[src/rtl/argmax_unit_pkg.sv]
// -----------------------------------------------------------------------------
// argmax_unit_pkg
// Shared definitions for the classifier output stage: default class count and
// score width, FSM state encodings and the clogb2 width helper. Also shared with
// the neuron controller, so changes here ripple into both blocks.
// -----------------------------------------------------------------------------
package argmax_unit_pkg;

  localparam int ARGMAX_DEFAULT_N = 10;  // class scores per classification
  localparam int ARGMAX_DEFAULT_W = 16;  // signed score width

  typedef enum logic [1:0] {
    ST_IDLE    = 2'd0,
    ST_COLLECT = 2'd1,
    ST_DONE    = 2'd2
  } state_e;

  // Bits needed to index 0..value-1 (ceil(log2(value))). Returns at least 1
  // so that a single-class configuration still gets a legal vector.
  function automatic int clogb2(input int value);
    int result;
    result = 0;
    for (int i = 0; i < 31; i++) begin
      if ((1 << i) < value) result = i + 1;
    end
    if (result < 1) result = 1;
    return result;
  endfunction

endpackage

[src/rtl/argmax_unit_if.sv]
// -----------------------------------------------------------------------------
// argmax_unit_if
// Bundles the classification handshake and result signals.
//   start       : arms a new classification (sampled on rising clk)
//   score_valid : qualifies score; one score is consumed per valid cycle
//   score       : signed class score, W bits
//   busy        : high while collecting scores
//   done        : one-cycle pulse when digit/max_score are fresh
//   digit       : index of the maximum score
//   max_score   : value of the maximum score
//   state_dbg   : current FSM state, for checkers
// Handshake: score_valid has no back-pressure. While busy=1 every cycle with
// score_valid=1 consumes exactly one score; outside collection score_valid is
// ignored. start always wins over a simultaneous score_valid.
// -----------------------------------------------------------------------------
interface argmax_unit_if
  import argmax_unit_pkg::*;
#(
  parameter int N = ARGMAX_DEFAULT_N,
  parameter int W = ARGMAX_DEFAULT_W
);

  localparam int DW = clogb2(N);

  logic                 start;
  logic                 score_valid;
  logic signed [W-1:0]  score;
  logic                 busy;
  logic                 done;
  logic [DW-1:0]        digit;
  logic signed [W-1:0]  max_score;
  state_e               state_dbg;

  modport master (
    output start, score_valid, score,
    input  busy, done, digit, max_score, state_dbg
  );

  modport slave (
    input  start, score_valid, score,
    output busy, done, digit, max_score, state_dbg
  );

endinterface

[src/rtl/argmax_unit_score_max_cmp.sv]
// -----------------------------------------------------------------------------
// score_max_cmp
// Combinational signed compare-and-select between two indexed scores.
//   a, a_idx       : first candidate and its class index
//   b, b_idx       : second candidate and its class index
//   win_val/idx    : larger value; on equal values the lower index wins
// -----------------------------------------------------------------------------
module score_max_cmp #(
  parameter int W  = 16,
  parameter int IW = 4
) (
  input  logic signed [W-1:0] a,
  input  logic signed [W-1:0] b,
  input  logic [IW-1:0]       a_idx,
  input  logic [IW-1:0]       b_idx,
  output logic signed [W-1:0] win_val,
  output logic [IW-1:0]       win_idx
);

  always_comb begin
    win_val = a;
    win_idx = a_idx;
    // Both operands are declared signed, so this is a full-width signed compare.
    if ((b > a) || ((b == a) && (b_idx < a_idx))) begin
      win_val = b;
      win_idx = b_idx;
    end
  end

endmodule

[src/rtl/argmax_unit.sv]
// -----------------------------------------------------------------------------
// argmax_unit
// Collects N signed class scores and reports the index and value of the
// largest one (lowest index on ties).
//   clk : rising-edge clock
//   rst : asynchronous active-high reset
//   bus : argmax_unit_if slave (start/score_valid/score in,
//         busy/done/digit/max_score/state_dbg out)
// -----------------------------------------------------------------------------
module argmax_unit
  import argmax_unit_pkg::*;
#(
  parameter int N = ARGMAX_DEFAULT_N,
  parameter int W = ARGMAX_DEFAULT_W
) (
  input  logic           clk,
  input  logic           rst,
  argmax_unit_if.slave   bus
);

  localparam int CW = clogb2(N);
  localparam logic [CW-1:0] LAST_IDX = CW'(N - 1);

  state_e               state_q, state_d;
  logic [CW-1:0]        cnt_q, cnt_d;
  logic signed [W-1:0]  best_val_q, best_val_d;
  logic [CW-1:0]        best_idx_q, best_idx_d;
  logic                 best_vld_q, best_vld_d;
  logic [CW-1:0]        digit_q, digit_d;
  logic signed [W-1:0]  max_q, max_d;

  logic signed [W-1:0]  win_val;
  logic [CW-1:0]        win_idx;
  logic signed [W-1:0]  cand_val;
  logic [CW-1:0]        cand_idx;
  logic                 consume;
  logic                 last;

  score_max_cmp #(.W(W), .IW(CW)) u_cmp (
    .a       (best_val_q),
    .b       (bus.score),
    .a_idx   (best_idx_q),
    .b_idx   (cnt_q),
    .win_val (win_val),
    .win_idx (win_idx)
  );

  // A restarting start discards a score presented in the same cycle.
  assign consume  = (state_q == ST_COLLECT) && bus.score_valid && !bus.start;
  assign last     = (cnt_q == LAST_IDX);
  // First score of a run is taken as-is; later ones go through the compare.
  assign cand_val = best_vld_q ? win_val : bus.score;
  assign cand_idx = best_vld_q ? win_idx : cnt_q;

  // State register
  always_ff @(posedge clk or posedge rst) begin
    if (rst) state_q <= ST_IDLE;
    else     state_q <= state_d;
  end

  // Next-state logic
  always_comb begin
    state_d = state_q;
    case (state_q)
      ST_IDLE:    if (bus.start) state_d = ST_COLLECT;
      ST_COLLECT: if (consume && last) state_d = ST_DONE;
      ST_DONE:    state_d = ST_IDLE;
      default:    state_d = ST_IDLE;
    endcase
  end

  // Moore outputs
  always_comb begin
    bus.busy      = (state_q == ST_COLLECT);
    bus.done      = (state_q == ST_DONE);
    bus.state_dbg = state_q;
    bus.digit     = digit_q;
    bus.max_score = max_q;
  end

  // Counter, best-so-far and result registers
  always_comb begin
    cnt_d      = cnt_q;
    best_val_d = best_val_q;
    best_idx_d = best_idx_q;
    best_vld_d = best_vld_q;
    digit_d    = digit_q;
    max_d      = max_q;
    case (state_q)
      ST_IDLE: begin
        if (bus.start) begin
          cnt_d      = '0;
          best_vld_d = 1'b0;
        end
      end
      ST_COLLECT: begin
        if (bus.start) begin
          cnt_d      = '0;
          best_vld_d = 1'b0;
        end else if (consume) begin
          best_val_d = cand_val;
          best_idx_d = cand_idx;
          best_vld_d = 1'b1;
          if (last) begin
            // Results load only on the edge entering DONE.
            cnt_d      = '0;
            best_vld_d = 1'b0;
            digit_d    = cand_idx;
            max_d      = cand_val;
          end else begin
            cnt_d = cnt_q + CW'(1);
          end
        end
      end
      default: ;
    endcase
  end

  always_ff @(posedge clk or posedge rst) begin
    if (rst) begin
      cnt_q      <= '0;
      best_val_q <= '0;
      best_idx_q <= '0;
      best_vld_q <= 1'b0;
      digit_q    <= '0;
      max_q      <= '0;
    end else begin
      cnt_q      <= cnt_d;
      best_val_q <= best_val_d;
      best_idx_q <= best_idx_d;
      best_vld_q <= best_vld_d;
      digit_q    <= digit_d;
      max_q      <= max_d;
    end
  end

endmodule

[src/flat_wrapper.sv]
// flat-port wrapper written by rule: the top's interface ports become plain ports
module argmax_unit_flat import argmax_unit_pkg::*;
#(
  parameter int N = ARGMAX_DEFAULT_N,
  parameter int W = ARGMAX_DEFAULT_W
)
  (clk, rst, bus_start, bus_score_valid, bus_score, bus_busy, bus_done, bus_digit, bus_max_score, bus_state_dbg);
  argmax_unit_if #(.N(N), .W(W)) bus_i ();
  input  logic clk;
  input  logic rst;
  input wire logic [$bits(bus_i.start)-1:0] bus_start;
  input wire logic [$bits(bus_i.score_valid)-1:0] bus_score_valid;
  input wire logic [$bits(bus_i.score)-1:0] bus_score;
  output wire logic [$bits(bus_i.busy)-1:0] bus_busy;
  output wire logic [$bits(bus_i.done)-1:0] bus_done;
  output wire logic [$bits(bus_i.digit)-1:0] bus_digit;
  output wire logic [$bits(bus_i.max_score)-1:0] bus_max_score;
  output wire logic [$bits(bus_i.state_dbg)-1:0] bus_state_dbg;
  assign bus_i.start = bus_start;
  assign bus_i.score_valid = bus_score_valid;
  assign bus_i.score = bus_score;
  assign bus_busy = bus_i.busy;
  assign bus_done = bus_i.done;
  assign bus_digit = bus_i.digit;
  assign bus_max_score = bus_i.max_score;
  assign bus_state_dbg = bus_i.state_dbg;
  argmax_unit #(.N(N), .W(W)) u_core (.clk(clk), .rst(rst), .bus(bus_i));
endmodule
[config.mk]
export PLATFORM = sky130hd
export DESIGN_NAME = argmax_unit_flat
export DESIGN_NICKNAME = d
export VERILOG_FILES = /design/src/rtl/argmax_unit_pkg.sv /design/src/rtl/argmax_unit_if.sv /design/src/rtl/argmax_unit_score_max_cmp.sv /design/src/rtl/argmax_unit.sv /design/src/flat_wrapper.sv
export SDC_FILE = /design/constraint.sdc
export NUM_CORES = 1
export LEC_CHECK = 0
export CAP_MARGIN = 15
export CELL_PAD_IN_SITES_DETAIL_PLACEMENT = 0
export CELL_PAD_IN_SITES_GLOBAL_PLACEMENT = 1
export CORE_ASPECT_RATIO = 0.9
export CORE_MARGIN = 3
export CORE_UTILIZATION = 25
export CTS_CLUSTER_SIZE = 30
export DETAILED_ROUTE_END_ITERATION = 16
export GPL_TIMING_DRIVEN = 0
export PLACE_DENSITY_LB_ADDON = 0.3
export SLEW_MARGIN = 25
export SYNTH_ARGS = -nofsm -noshare
export SYNTH_HDL_FRONTEND = slang
export SYNTH_SLANG_ARGS = --single-unit
export TNS_END_PERCENT = 100
[constraint.sdc]
create_clock -name clk -period 2.2 [get_ports clk]
set_input_delay 0.44 -clock clk [delete_from_list [all_inputs] [get_ports clk]]
set_output_delay 0.44 -clock clk [all_outputs]
set_load 0.005 [all_outputs]
# Word level (Yosys, flattened, before mapping)
# Index checks and enable logic that the tools add are counted.
[totals] mem_bits_rw=0 output_inout_bits=24 mem_bits_ro=0 in_bits=20 latch_bits=0 word_cells=47 regBits=47 memories=0
[op_classes] muxes=17 addsub=1 shifts=0 n_bitwise=1 div_mod_pow=0 reduce_logical=12 eq_ne=7 n_lt_le_gt_ge=2 n_mul=0
[op_table] cell="16-bit 2-to-1 mux" count=2
[op_table] cell="4-bit 2-to-1 mux" count=6
[op_table] cell="16-bit == test" count=1
[op_table] cell="16-bit > comparator" count=1
[op_table] cell="4-bit case mux with 2 select lines" count=1
[op_table] cell="3-bit AND reduction" count=2
[op_table] cell="4-bit by 1-bit adder with 4-bit output, second input constant" count=1
[op_table] cell="4-bit == test, second input constant" count=1
[op_table] cell="1-bit logical AND" count=4
[op_table] cell="4-bit < comparator" count=1
[op_table] cell="1-bit 2-to-1 mux" count=4
[op_table] cell="2-bit 2-to-1 mux" count=2
[op_table] cell="2-bit case mux with 2 select lines" count=1
[op_table] cell="4-bit AND reduction" count=1
[op_table] cell="3-bit by 2-bit != test with 1-bit output, second input constant" count=1
[op_table] cell="2-bit by 1-bit == test with 1-bit output, second input constant" count=1
[op_table] cell="2-bit == test, second input constant" count=1
[op_table] cell="2-bit zero test" count=1
[op_table] cell="2-bit by 1-bit != test with 1-bit output, second input constant" count=1
[op_table] cell="2-bit != test, second input constant" count=1
[op_table] cell="1-bit case mux with 2 select lines" count=1
[op_table] cell="2-bit AND reduction" count=1
[op_table] cell="2-bit nonzero test" count=1
[op_table] cell="1-bit zero test" count=1
[op_table] cell="2 further kinds" count=2

# Depth between registers and ports, before layout
[depth] word_depth=6 mapped_depth=11 mapped_depth_nobuf=9

# Cells and area by module
# A second synthesis with hierarchy kept.
[hier_totals] hier_cells=287 hier_area_um2=2926.6
[by_module_without_submodules] module="argmax_unit" n_inst=1 area_per_inst_um2=2102.0 seq_area_each_um2=1176.1 cells_each=195
[by_module_without_submodules] module="score_max_cmp" n_inst=1 area_per_inst_um2=824.5 seq_area_each_um2=0.0 cells_each=92

# Least setup slack after synthesis
# No wires, ideal clock.
[synth_timing] kind="input port to flip-flop" startpoint="in bus_score[15]" endpoint="reg u_core.best_idx_q[0]" path_slack_ps=-238 cell_stages=10 arrival_time_ps=2312 setup_time_ps=125 n_path_buf=2 required_time_ps=2075 path_cell_list="ha_1 -> nand4_4 -> nor4_4 -> nand3_2 -> a211oi_2 -> or2b_2 -> buf_6 -> o21ai_2 -> buf_6 -> mux2_4"
[synth_via] elab_chain_cells=5 elab_cells_between_ends=6 classes_between="1 x order compare; 1 x eq/ne; 2 x mux; 2 x reduce/logical"
[synth_rtl] item="start: declaration" line_no="flat_wrapper.sv:13" text="input wire logic [$bits(bus_i.score)-1:0] bus_score;"
[synth_rtl] item="branches (longest 2 deep; another with 16-bit > comparator)"
[synth_rtl] item="1-bit logical OR *" line_no="argmax_unit_score_max_cmp.sv:24" text="if ((b > a) || ((b == a) && (b_idx < a_idx))) begin"
[synth_rtl] item="4-bit 2-to-1 mux *" line_no="argmax_unit_score_max_cmp.sv:24"
[synth_rtl] item="4-bit 2-to-1 mux *" line_no="argmax_unit.sv:53" text="assign cand_idx = best_vld_q ? win_idx : cnt_q;"
[synth_rtl] item="end signal: assignment" line_no="argmax_unit.sv:130" text="best_idx_q <= best_idx_d;"
[synth_rtl] item="end: declaration" line_no="argmax_unit.sv:27" text="logic [CW-1:0] best_idx_q, best_idx_d;"
# Mark *: on every way between the ends.
# A chain may end at the register's enable or synchronous reset.

# Worst setup path in the final report
[layout_timing] startpoint="reg u_core.best_val_q[12]" endpoint="reg u_core.max_q[1] (netlist: u_core.bus.max_score[1])"
[layout_via] elab_chain_cells=5 elab_cells_between_ends=6 classes_between="1 x order compare; 1 x eq/ne; 2 x mux; 2 x reduce/logical"
[layout_rtl] item="start: declaration" line_no="argmax_unit.sv:26" text="logic signed [W-1:0] best_val_q, best_val_d;"
[layout_rtl] item="start signal: assignment" line_no="argmax_unit.sv:129" text="best_val_q <= best_val_d;"
[layout_rtl] item="branches (longest 2 deep; another with 16-bit > comparator)"
[layout_rtl] item="1-bit logical OR *" line_no="argmax_unit_score_max_cmp.sv:24"
[layout_rtl] item="16-bit 2-to-1 mux *" line_no="argmax_unit_score_max_cmp.sv:24"
[layout_rtl] item="16-bit 2-to-1 mux *" line_no="argmax_unit.sv:52" text="assign cand_val = best_vld_q ? win_val : bus.score;"
[layout_rtl] item="end signal: assignment" line_no="argmax_unit.sv:133" text="max_q <= max_d;"
[layout_rtl] item="end: declaration" line_no="argmax_unit.sv:30" text="logic signed [W-1:0] max_q, max_d;"
# Marks and branches as above.

==> out/metrics.yaml <==
status: "finished with violations"
failed_checks: "setup timing"
post_dp_cell_area_um2: 3380
fin_crit_sh_pct: 115
yosysWarningCount: 0
grt_pass1_vias: 2349
layout.nets: 369
design.core.area_um2: 10300
drive_gt1_share_pct: 27.7
synth_cells: 259
vias_per_cell: 4.74
cp_max_fo: 5
synth_fp_nets: 300
antenna_found_initial: 0
die_y_um: 104
critPathKind: "reg -> reg"
fin_area_um2: 3910
drc: 0
synthToLayoutAreaGrowth_pct: 47.0
clk_pin_slew_worst_paths_ns: 0.07
rows: 35
rsz0062_at_grt: "true"
portBuffers: 43
hold_buffers: 0
ys_seq_area_share_pct: 44.2
slew_headroom_pct: 50.9
ys_types: 34
highest_layer: "met4"
fmax_ghz: 0.397
holdWs_ns: 0.517
synth_edf_count: 0
clockRootBuffer: "clkbuf_16"
n_antenna_cell: 0
syn-cell-area_um2: 2660
max_cap_viol_count: 0
maxSlewViolCount: 0
wl_met1_um: 3630
skew_ns: 0.0112
arrival_ns: 2.70
syn_area_per_cell_um2: 10.3
clock_latency_ns: 0.29
synth-seq-cells: 47
dp.final_hpwl_um: 4850
clock_sinks: 47
grt_usage_pct: 13.3
ioPinCount: 44
first_iter_violations: 132
tightestPinTransition_ns: 0.731
synth_top_area_share_pct: 44.2
r2r_slack_ns: -0.32
cts_tree: "built"
dominantRegCellSynth: "dfrtp_1"
ir_worst_vdd_uv: 421
numCtsBuffers: 5
met2_length_um: 3440
grt_max_degree: 48
dieArea_um2: 11900
ant_nets: 0
synth_top_area_cell: "dfrtp_1"
synth_area_leaders: "dfrtp_1 44%, mux2_4 11%, ha_1 9.9%, o21ai_0 4.9%, a21oi_1 4.7%"
gp_congestion: 0.716
setup_viol_count_final: 40
clk_path_buf_depth: 2
worst-endpoint-required_ns: 2.38
die_w_um: 115
drtPass1Iterations: 4
fin_crit_ns: 2.52
cts_htree_levels: 2
setup_ws_ns: -0.321
critPathCaptureType: "flop"
p_leak_nw: 1.77
hold_viol: 0
holdCritPathClass: "reg -> reg"
totalWireLength_um: 7430
synth_most_common_cell: "dfrtp_1"
detailroute.via_count: 2170
met3_length_um: 272
grt_pass1_wl_um: 12600
startpoint_type: "flop"
yosys-top-cells-count: "47 x dfrtp_1, 26 x o21ai_0, 25 x a21oi_1"
overflow: 0
powerDensity_nw_per_um2: 730
start_util_pct: 25.8
async_flop_share_pct: 100
wl_per_cell_um: 16.2
## critical path, stage by stage (launching register included)
cell      delay [ns]
dfrtp_1         0.40
inv_1           0.10
ha_4            0.21
nand4_4         0.12
nor2_1          0.06
a311oi_1        0.34
nand3_2         0.18
buf_6           0.16
mux2_4          0.38
buf_8           0.16
a31oi_1         0.18
a21oi_1         0.09
## area by class of cell
| class | instances | area [um^2] |
|---|---|---|
| Clock buffer | 7 | 143 |
| Clock inverter | 1 | 8.76 |
| Timing Repair Buffer | 65 | 678 |
| Multi-Input combinational cell | 177 | 1570 |
| Tap cell | 129 | 161 |
| Sequential cell | 47 | 1180 |
| Inverter | 22 | 85.1 |
| Fill cell | 1042 | 6380 |
| Buffer | 10 | 90.1 |
## layout by cell type, fill, tap and decap left out, types with 2 or more instances in the layout
master	Yosys	routed
nand2_1	13	10
a21oi_2	0	2
inv_1	22	18
nand2_4	0	2
a31oi_4	0	2
dlygate4sd2_1	0	10
clkdlybuf4s15_1	0	2
clkdlybuf4s15_2	0	2
nand2b_1	2	2
clkdlybuf4s50_1	0	29
buf_8	0	3
mux2_4	19	20
nor3_1	2	2
nand3_2	1	2
ha_4	0	11
clkbuf_16	0	5
clkbuf_8	0	4
clkbuf_2	0	2
ha_1	21	10
o21ai_1	0	10
o21ai_0	26	16
a21o_1	3	3
a31oi_1	18	16
nor2_1	24	24
buf_4	0	10
a21oi_1	25	23
dfrtp_1	47	47
nand4_1	2	2
buf_16	0	2
buf_6	3	8
clkbuf_1	8	4
inv_2	0	3
nor2b_1	4	3
## report_power, final
group | internal [W] | switching [W]
clock | 0.000456 | 0.000344
sequential | 0.000942 | 0.0000680
combinational | 0.000560 | 0.000484
total | 0.00196 | 0.000896
## final timing paths
check	from	endpoint	depth (start not counted)
worst max-delay path	u_core.best_val_q[12]	u_core.bus.max_score[1]	11
worst max register to register	u_core.best_val_q[12]	u_core.bus.max_score[1]	11
worst min register to register	u_core.best_idx_q[3]	u_core.best_idx_q[3]	1
worst min-delay path	u_core.best_idx_q[3]	u_core.best_idx_q[3]	1
max in group asynchronous	rst	u_core.bus.max_score[4]	2
min in group asynchronous	rst	u_core.bus.max_score[11]	2
## layer usage
metal  up-vias  GRT usage (%)
met2        38           20.2
met3         9           2.57
li1       1053              -
met1      1070           19.4
met5         -              0
met4         0           3.19
## state kept, by name, indices dropped and copies added (netlist names)
| name | flops |
|---|---|
| u_core.best_vld_q | 1 |
| u_core.best_idx_q | 4 |
| u_core.cnt_q | 4 |
| u_core.bus.max_score | 16 |
| u_core.bus.state_dbg | 2 |
| u_core.best_val_q | 16 |
| u_core.bus.digit | 4 |
## per-stage QoR
step                power, W  instances  utilization (%)  TNS, ns  setup WS [ns]
CTS                  0.00287        458             38.4   -15.42         -0.456
global placement     0.00174        431             32.8   -60.10          -1.07
floorplan            0.00154        259                -    -3.56         -0.145
detailed placement   0.00175        431             32.9   -37.89          -1.11
finish               0.00285        458             38.0   -11.26         -0.321
global route         0.00302        458             38.0   -17.00         -0.484
## cell families (layout without fill, tap and decap cells)
group / Yosys count / count (layout) / synth area share [%]
DFF: 47 / 47 / 44.2
buffers and inverters: 35 / 105 / 5.88
and+or+nand+nor: 55 / 55 / 10.8
adders and majority gates: 21 / 21 / 9.88
AOI/OAI and AO/OA: 79 / 79 / 17.3
muxes: 22 / 22 / 11.9
## timing repair
item / in CTS / in global routing
setup buffers: 15 / 4
endpoints found under the setup margin: 40 / 42
pin swaps: 25 / 8
gates resized for setup: 60 / 10
gates cloned: 5 / 0
(Power assumes the default switching activity.)
==> variant 1: new RTL, same flow settings <==
`ARGMAX_DEFAULT_N`: 10 -> 11.
--- a/src/rtl/argmax_unit_pkg.sv
+++ b/src/rtl/argmax_unit_pkg.sv
@@ -8,3 +8,3 @@
 
-  localparam int ARGMAX_DEFAULT_N = 10;  // class scores per classification
+  localparam int ARGMAX_DEFAULT_N = 11;  // class scores per classification
   localparam int ARGMAX_DEFAULT_W = 16;  // signed score width
Formal check against the unedited RTL: same outputs for any inputs over 10 cycles, from zero or initial values and one cycle with rst high; that may be too few to reach the edited logic, so the function may still have changed.
==> variant 1 against the original RTL <==
- the flow still finishes with violations (negative setup slack)
- worst setup slack lost 0.20 ns
- power is 12% higher
- synthesized area down 0.14%
- cell area grew 11%
- fmax is 7.4% lower
- wire length rose by 8.5%
- sequential cell count unchanged
- largest power group unchanged
- die area is 0.13% lower
==> variant 1: results (changes against the original RTL) <==
Parameter                              Value

Outcome
  Outcome ... finished, violations left
  Violations in the final reports ... negative setup slack

Drt
  Detailed-router iteration count before antenna repair ... 4 (unchanged)
  Vias/cell ... 4.75 (+0.29%)
  Mean routed wirelength per cell ... 17.3 um (+6.4%)
  Detailed Route Iter0 Violations ... 89 (-33%)

Placement
  Placer Congestion ... 0.713 (-0.45%)
  Buffers on Ports ... 43 (unchanged)
  Post-placement worst setup slack ... -1.05 ns (+0.0650 ns)
  Half-perimeter wire length after detailed placement ... 4840 um (about the same)

Synthesis
  Number of warnings reported in the yosys synthesis log ... 0 (unchanged)
  Most used standard cells in the synthesized netlist ... sky130_fd_sc_hd__dfrtp_1 (47), sky130_fd_sc_hd__a21oi_1 (25), sky130_fd_sc_hd__o21ai_0 (25), sky130_fd_sc_hd__nor2_1 (24), sky130_fd_sc_hd__inv_1 (23)
  Net count after synthesis ... 301 (+0.33%)
  Netlist cell types ... 35 (+2.9%)
  Share of flip-flops with an asynchronous set or reset after synthesis ... 1.00 (unchanged)
  Share of synthesized area occupied by flip-flops and latches ... 0.443 (+0.000625)
  Cell types with the largest area share after synthesis ... sky130_fd_sc_hd__dfrtp_1 (44%), sky130_fd_sc_hd__mux2_4 (11%), sky130_fd_sc_hd__ha_1 (9.9%)

Hold path
  Worst hold stages ... 3 (+2)
  Hold wc startpoint ... bus_score[7]
  Type of the most critical hold path ... input pin to register
  Endpoint of the worst hold-timing path ... u_core.bus.max_score[7]

Global route
  Wire length of the first global-routing pass ... 12,600 um (+0.33%)
  Vias in the first global route ... 2,354 (+0.21%)
  Total track usage ... 0.136 (+0.00305)

Final layout
  Final-stage net count ... 378 (+2.4%)
  Share of cells above drive strength 1 ... 0.382 (+0.105)
  Number of fillers in the final layout ... 955 (-8.3%)

Power
  Leakage power of the design ... 1.90 nW (+7.3%)
  Peak supply drop ... 0.000352 V (-16%)

STA
  Worst Skew ... 0.00475 ns (-0.00648 ns)
  Final number of setup-violating endpoints ... 40 (unchanged)
  PnR worst setup slack ... -0.524 ns (-0.202 ns)
  Relative max-transition margin ... 0.185 (-0.324)
  Hold_ws ... 0.432 ns (-0.0851 ns)
  Setup TNS Final ... -18.30 ns (-7.04 ns)

Critical path
  Longest individual stage delay on the worst path ... 0.42 ns (+0.02 ns)
  RR Endpoint ... u_core.best_idx_q[0]
  Dominant delay contributor by cell family on the critical path ... simple AND/OR/NAND/NOR gates
  Signal arrival time at the worst endpoint ... 2.90 ns (+0.20 ns)
  Depth of the worst register-to-register path ... 12 (+1)
  Origin of the critical flop-to-flop path ... u_core.best_val_q[11]

Clock tree
  H-tree levels ... 2 (unchanged)
## variant 1: cell count changes in the layout (fill, tap and decap cells not counted), moves of 5 or more
cell                      before  now
sky130_fd_sc_hd__a31oi_1      16    2
sky130_fd_sc_hd__a21oi_1      23   10
sky130_fd_sc_hd__a31oi_4       2   15
sky130_fd_sc_hd__buf_12        1    6
sky130_fd_sc_hd__o21ai_2       0    6
sky130_fd_sc_hd__a21oi_2       2   15
## variant 1: report_power, final
| part | leakage (nW) | internal [mW] | switching, mW |
|---|---|---|---|
| Sequential | 0.611 | 0.942 | 0.0874 |
| Clock | 0.0900 | 0.652 | 0.351 |
| Combinational | 1.20 | 0.607 | 0.567 |
## variant 1: per-layer routing
metal	wire, um	track usage
met5	0	0
met4	175	0.0466
met3	378	0.0251
met2	3700	0.204
met1	3810	0.195
## variant 1: repair_timing
item	in CTS	in global routing
pin swaps	39	28
buffers inserted	16	10
setup endpoints to repair	40	41
gates resized for setup	77	56
gates cloned	4	1
## variant 1: per-stage QoR
| step | std cells | instance area, um^2 |
|---|---|---|
| floorplan | 260 | 2740 |
| global placement | 432 | 3330 |
| detailed placement | 432 | 3340 |
| CTS | 458 | 4030 |
| global route | 467 | 4340 |
| finish | 467 | 4340 |
## variant 1: how the worst max path moves through the flow
stage / startpoint / end / slack, ns / cells past startpoint
2_1_floorplan: bus_score[7] / u_core.best_idx_q[0] / -0.12 / 10
3_3_place_gp: bus_score[14] / u_core.best_idx_q[3] / -1.05 / 11
3_5_place_dp: bus_score[14] / u_core.best_val_q[1] / -1.05 / 11
4_1_cts: u_core.best_val_q[10] / u_core.best_idx_q[0] / -0.51 / 12
5_1_grt: u_core.best_val_q[11] / u_core.best_val_q[8] / -0.65 / 12
6_report: u_core.best_val_q[11] / u_core.best_idx_q[0] / -0.52 / 12
## variant 1: layout make-up
cell class | instances | area (um^2) | area share
clock inverter | 3 | 67.6 | 0.0156
timing repair buffer | 72 | 803 | 0.185
inverter | 23 | 88.8 | 0.0204
clock buffer | 5 | 125 | 0.0288
buffer | 11 | 125 | 0.0288
tap | 129 | 161 | 0.0372
sequential | 47 | 1180 | 0.271
multi-input combinational | 177 | 1800 | 0.414
## variant 1: tightest hold or removal path, cell delays in order
cell and delay, ns:
sky130_fd_sc_hd__clkbuf_2 0.13, sky130_fd_sc_hd__o21ai_2 0.06, sky130_fd_sc_hd__a21oi_1 0.05
## variant 1: logic make-up (layout without fill, tap and decap cells)
logic type / count (synthesis) / after routing / share of synthesized area
compound gates: 79 / 79 / 0.173
buf+inv: 36 / 114 / 0.0641
mux: 22 / 22 / 0.119
fa+ha+maj: 21 / 21 / 0.0990
flops: 47 / 47 / 0.443
simple gates: 55 / 55 / 0.101
==> variant 2: new RTL, config.mk and constraints unchanged <==
Made on the original files. `best_val_q` no longer has a reset.
--- a/src/rtl/argmax_unit.sv
+++ b/src/rtl/argmax_unit.sv
@@ -121,3 +121,2 @@
       cnt_q      <= '0;
-      best_val_q <= '0;
       best_idx_q <= '0;
@@ -128,3 +127,2 @@
       cnt_q      <= cnt_d;
-      best_val_q <= best_val_d;
       best_idx_q <= best_idx_d;
@@ -136,2 +134,6 @@
 
+  always_ff @(posedge clk) begin
+    best_val_q <= best_val_d;
+  end
+
 endmodule
Formal check against the unedited RTL: no difference found for any inputs over 10 cycles, from zero or initial values and one cycle with rst high; that may be too few to reach the edited logic, so the function may still have changed.
==> variant 2 against the original RTL <==
- the run still ends with negative setup slack left
- critical path depth decreased by 1
- synthesized area decreased by 6.6%
- first-iteration DRC count shrank 73%
- cell area is 8.0% lower
- worst setup slack got worse by 0.41 ns
- wire length down 26%
- via count is 22% lower
- sequential cell count unchanged
- critical path type unchanged
- critical endpoint is now u_core.bus.max_score[4]
Power is not compared: it rests on default switching activity, and its combinational part moved more than twofold at a synthesized area within 25%.
==> variant 2: results (changes against the original RTL) <==
Parameter                              Value

STA
  PnR worst setup slack ... -0.729 ns (-0.408 ns)
  Hold_ws ... 0.512 ns (-0.00467 ns)
  Relative max-transition margin ... 0.431 (-0.0786)
  Worst Skew ... 0.0139 ns (+0.00266 ns)
  Final number of setup-violating endpoints ... 40 (unchanged)

Clock tree
  Buffer type at the clock tree root ... sky130_fd_sc_hd__clkbuf_8
  Clock edge transition at the registers on the reported setup and hold paths ... 0.10 ns (+0.03 ns)
  Latest clock arrival within the worst-skew pair ... 0.31 ns (+0.02 ns)
  Maximum buffer depth of the clock tree ... 2 (unchanged)

Global route
  Met3 Resource Use GR ... 0.0270 (+0.00131)
  Largest net degree at the start of global routing ... 32 (-33%)
  Routing usage on met2 ... 0.162 (-0.0401)
  Wire length of the first global-routing pass ... 8930 um (-29%)
  Total track usage ... 0.101 (-0.0321)
  Global routing met1 resource utilization ... 0.138 (-0.0562)
  Vias in the first global route ... 1,731 (-26%)

Placement
  Half-perimeter wire length after detailed placement ... 3860 um (-20%)
  Placer Congestion ... 0.699 (-2.3%)
  Area after DPL ... 3230 um^2 (-4.4%)

Critical path
  RR Endpoint ... u_core.bus.max_score[4]
  Signal arrival time at the worst endpoint ... 3.12 ns (+0.42 ns)
  Longest individual stage delay on the worst path ... 0.45 ns (+0.05 ns)
  Depth of the worst register-to-register path ... 10 (-1)
  Origin of the critical flop-to-flop path ... u_core.best_val_q[15]
  CP max-delay cell ... sky130_fd_sc_hd__or4_1
  Dominant delay contributor by cell family on the critical path ... simple AND/OR/NAND/NOR gates

Final layout
  Share of cells above drive strength 1 ... 0.337 (+0.0604)
  Final-stage net count ... 313 (-15%)

Synthesis
  Cell types with the largest area share after synthesis ... sky130_fd_sc_hd__dfrtp_1 (31%), sky130_fd_sc_hd__edfxtp_1 (19%), sky130_fd_sc_hd__ha_1 (11%)
  Most used standard cells in the synthesized netlist ... sky130_fd_sc_hd__dfrtp_1 (31), sky130_fd_sc_hd__inv_1 (24), sky130_fd_sc_hd__ha_1 (21), sky130_fd_sc_hd__mux2_2 (20), sky130_fd_sc_hd__edfxtp_1 (16)
  Netlist cell types ... 32 (-5.9%)
  Share of synthesized area occupied by flip-flops and latches ... 0.506 (+0.0637)
  Share of flip-flops with an asynchronous set or reset after synthesis ... 0.660 (-0.340)
  Net count after synthesis ... 241 (-20%)
  Number of enable-type register cells in the synthesized netlist ... 16 (+16)

Drt
  Vias/cell ... 4.28 (-9.6%)
  Detailed Route Iter0 Violations ... 35 (-73%)
  Total length of routed wires ... 5510 um (-26%)

Hold path
  Hold wc startpoint ... u_core.bus.max_score[11]
  Type of the most critical hold path ... register to register
  Endpoint of the worst hold-timing path ... u_core.bus.max_score[11]

Outcome
  Violations in the final reports ... negative setup slack
  Outcome ... finished, violations left
==> variant 2: worst register-to-register path, delay by kind of cell, from the launching register on <==
family	cells	cell delay, ns
compound gates	2	0.46
fa+ha+maj	1	0.21
buf+inv	2	0.24
flops	1	0.43
mux	2	0.57
simple gates	3	0.90
==> variant 2: through the flow <==
step           setup WS [ns]  setup TNS [ns]  std cells  utilization
6_report              -0.729          -26.00        395        0.384
5_1_grt               -0.824          -29.79        395        0.384
4_1_cts               -0.793          -28.54        384        0.370
3_5_place_dp           -1.33          -49.46        366        0.345
3_3_place_gp           -1.33          -62.50        365        0.341
2_1_floorplan         -0.602          -19.82        200            -
==> variant 2: worst max path at each step <==
stage / depth (start not counted) / slack, ns / to / start
finish: 10 / -0.73 / u_core.bus.max_score[4] / u_core.best_val_q[15]
detailed placement: 10 / -1.33 / u_core.bus.max_score[4] / bus_score[14]
global route: 10 / -0.82 / u_core.bus.max_score[4] / u_core.best_val_q[12]
floorplan: 9 / -0.60 / u_core.bus.max_score[1] / bus_score[11]
global placement: 10 / -1.33 / u_core.bus.max_score[9] / bus_score[14]
CTS: 10 / -0.79 / u_core.bus.max_score[4] / u_core.best_val_q[15]
==> variant 2: timing repair <==
action                     4_1_cts  5_1_grt
cloned                           1        0
pin swaps                        6        5
resized for setup               29       10
setup endpoints to repair       40       43
buffers inserted                 9       11
==> variant 2: final cells by class <==
cell class | count | area [um^2]
tap | 122 | 153
inverter | 24 | 90.1
buffer | 4 | 30.0
sequential | 47 | 1260
clock inverter | 2 | 17.5
fill | 925 | 5780
multi-input combinational | 125 | 1360
clock buffer | 6 | 72.6
timing repair buffer | 65 | 618
==> variant 2: where the power goes <==
group	total [mW]	switching (mW)	internal (mW)	leakage, nW
clock network	0.540	0.311	0.229	0.0454
logic	0.326	0.147	0.179	0.992
registers	0.956	0.0183	0.937	0.569
==> variant 2: per-layer routing <==
metal / part of all wire / routed length, um
met1: 0.50 / 2730
met2: 0.47 / 2560
met3: 0.036 / 198
met4: 0.0029 / 16
met5: 0 / 0
==> variant 2: cell families after synthesis <==
| logic type | Yosys count | synth area share |
|---|---|---|
| DFF | 47 | 0.506 |
| muxes | 38 | 0.194 |
| and+or+nand+nor | 37 | 0.0771 |
| AOI/OAI and AO/OA | 29 | 0.0691 |
| buffers and inverters | 28 | 0.0484 |
| adders and majority gates | 21 | 0.106 |
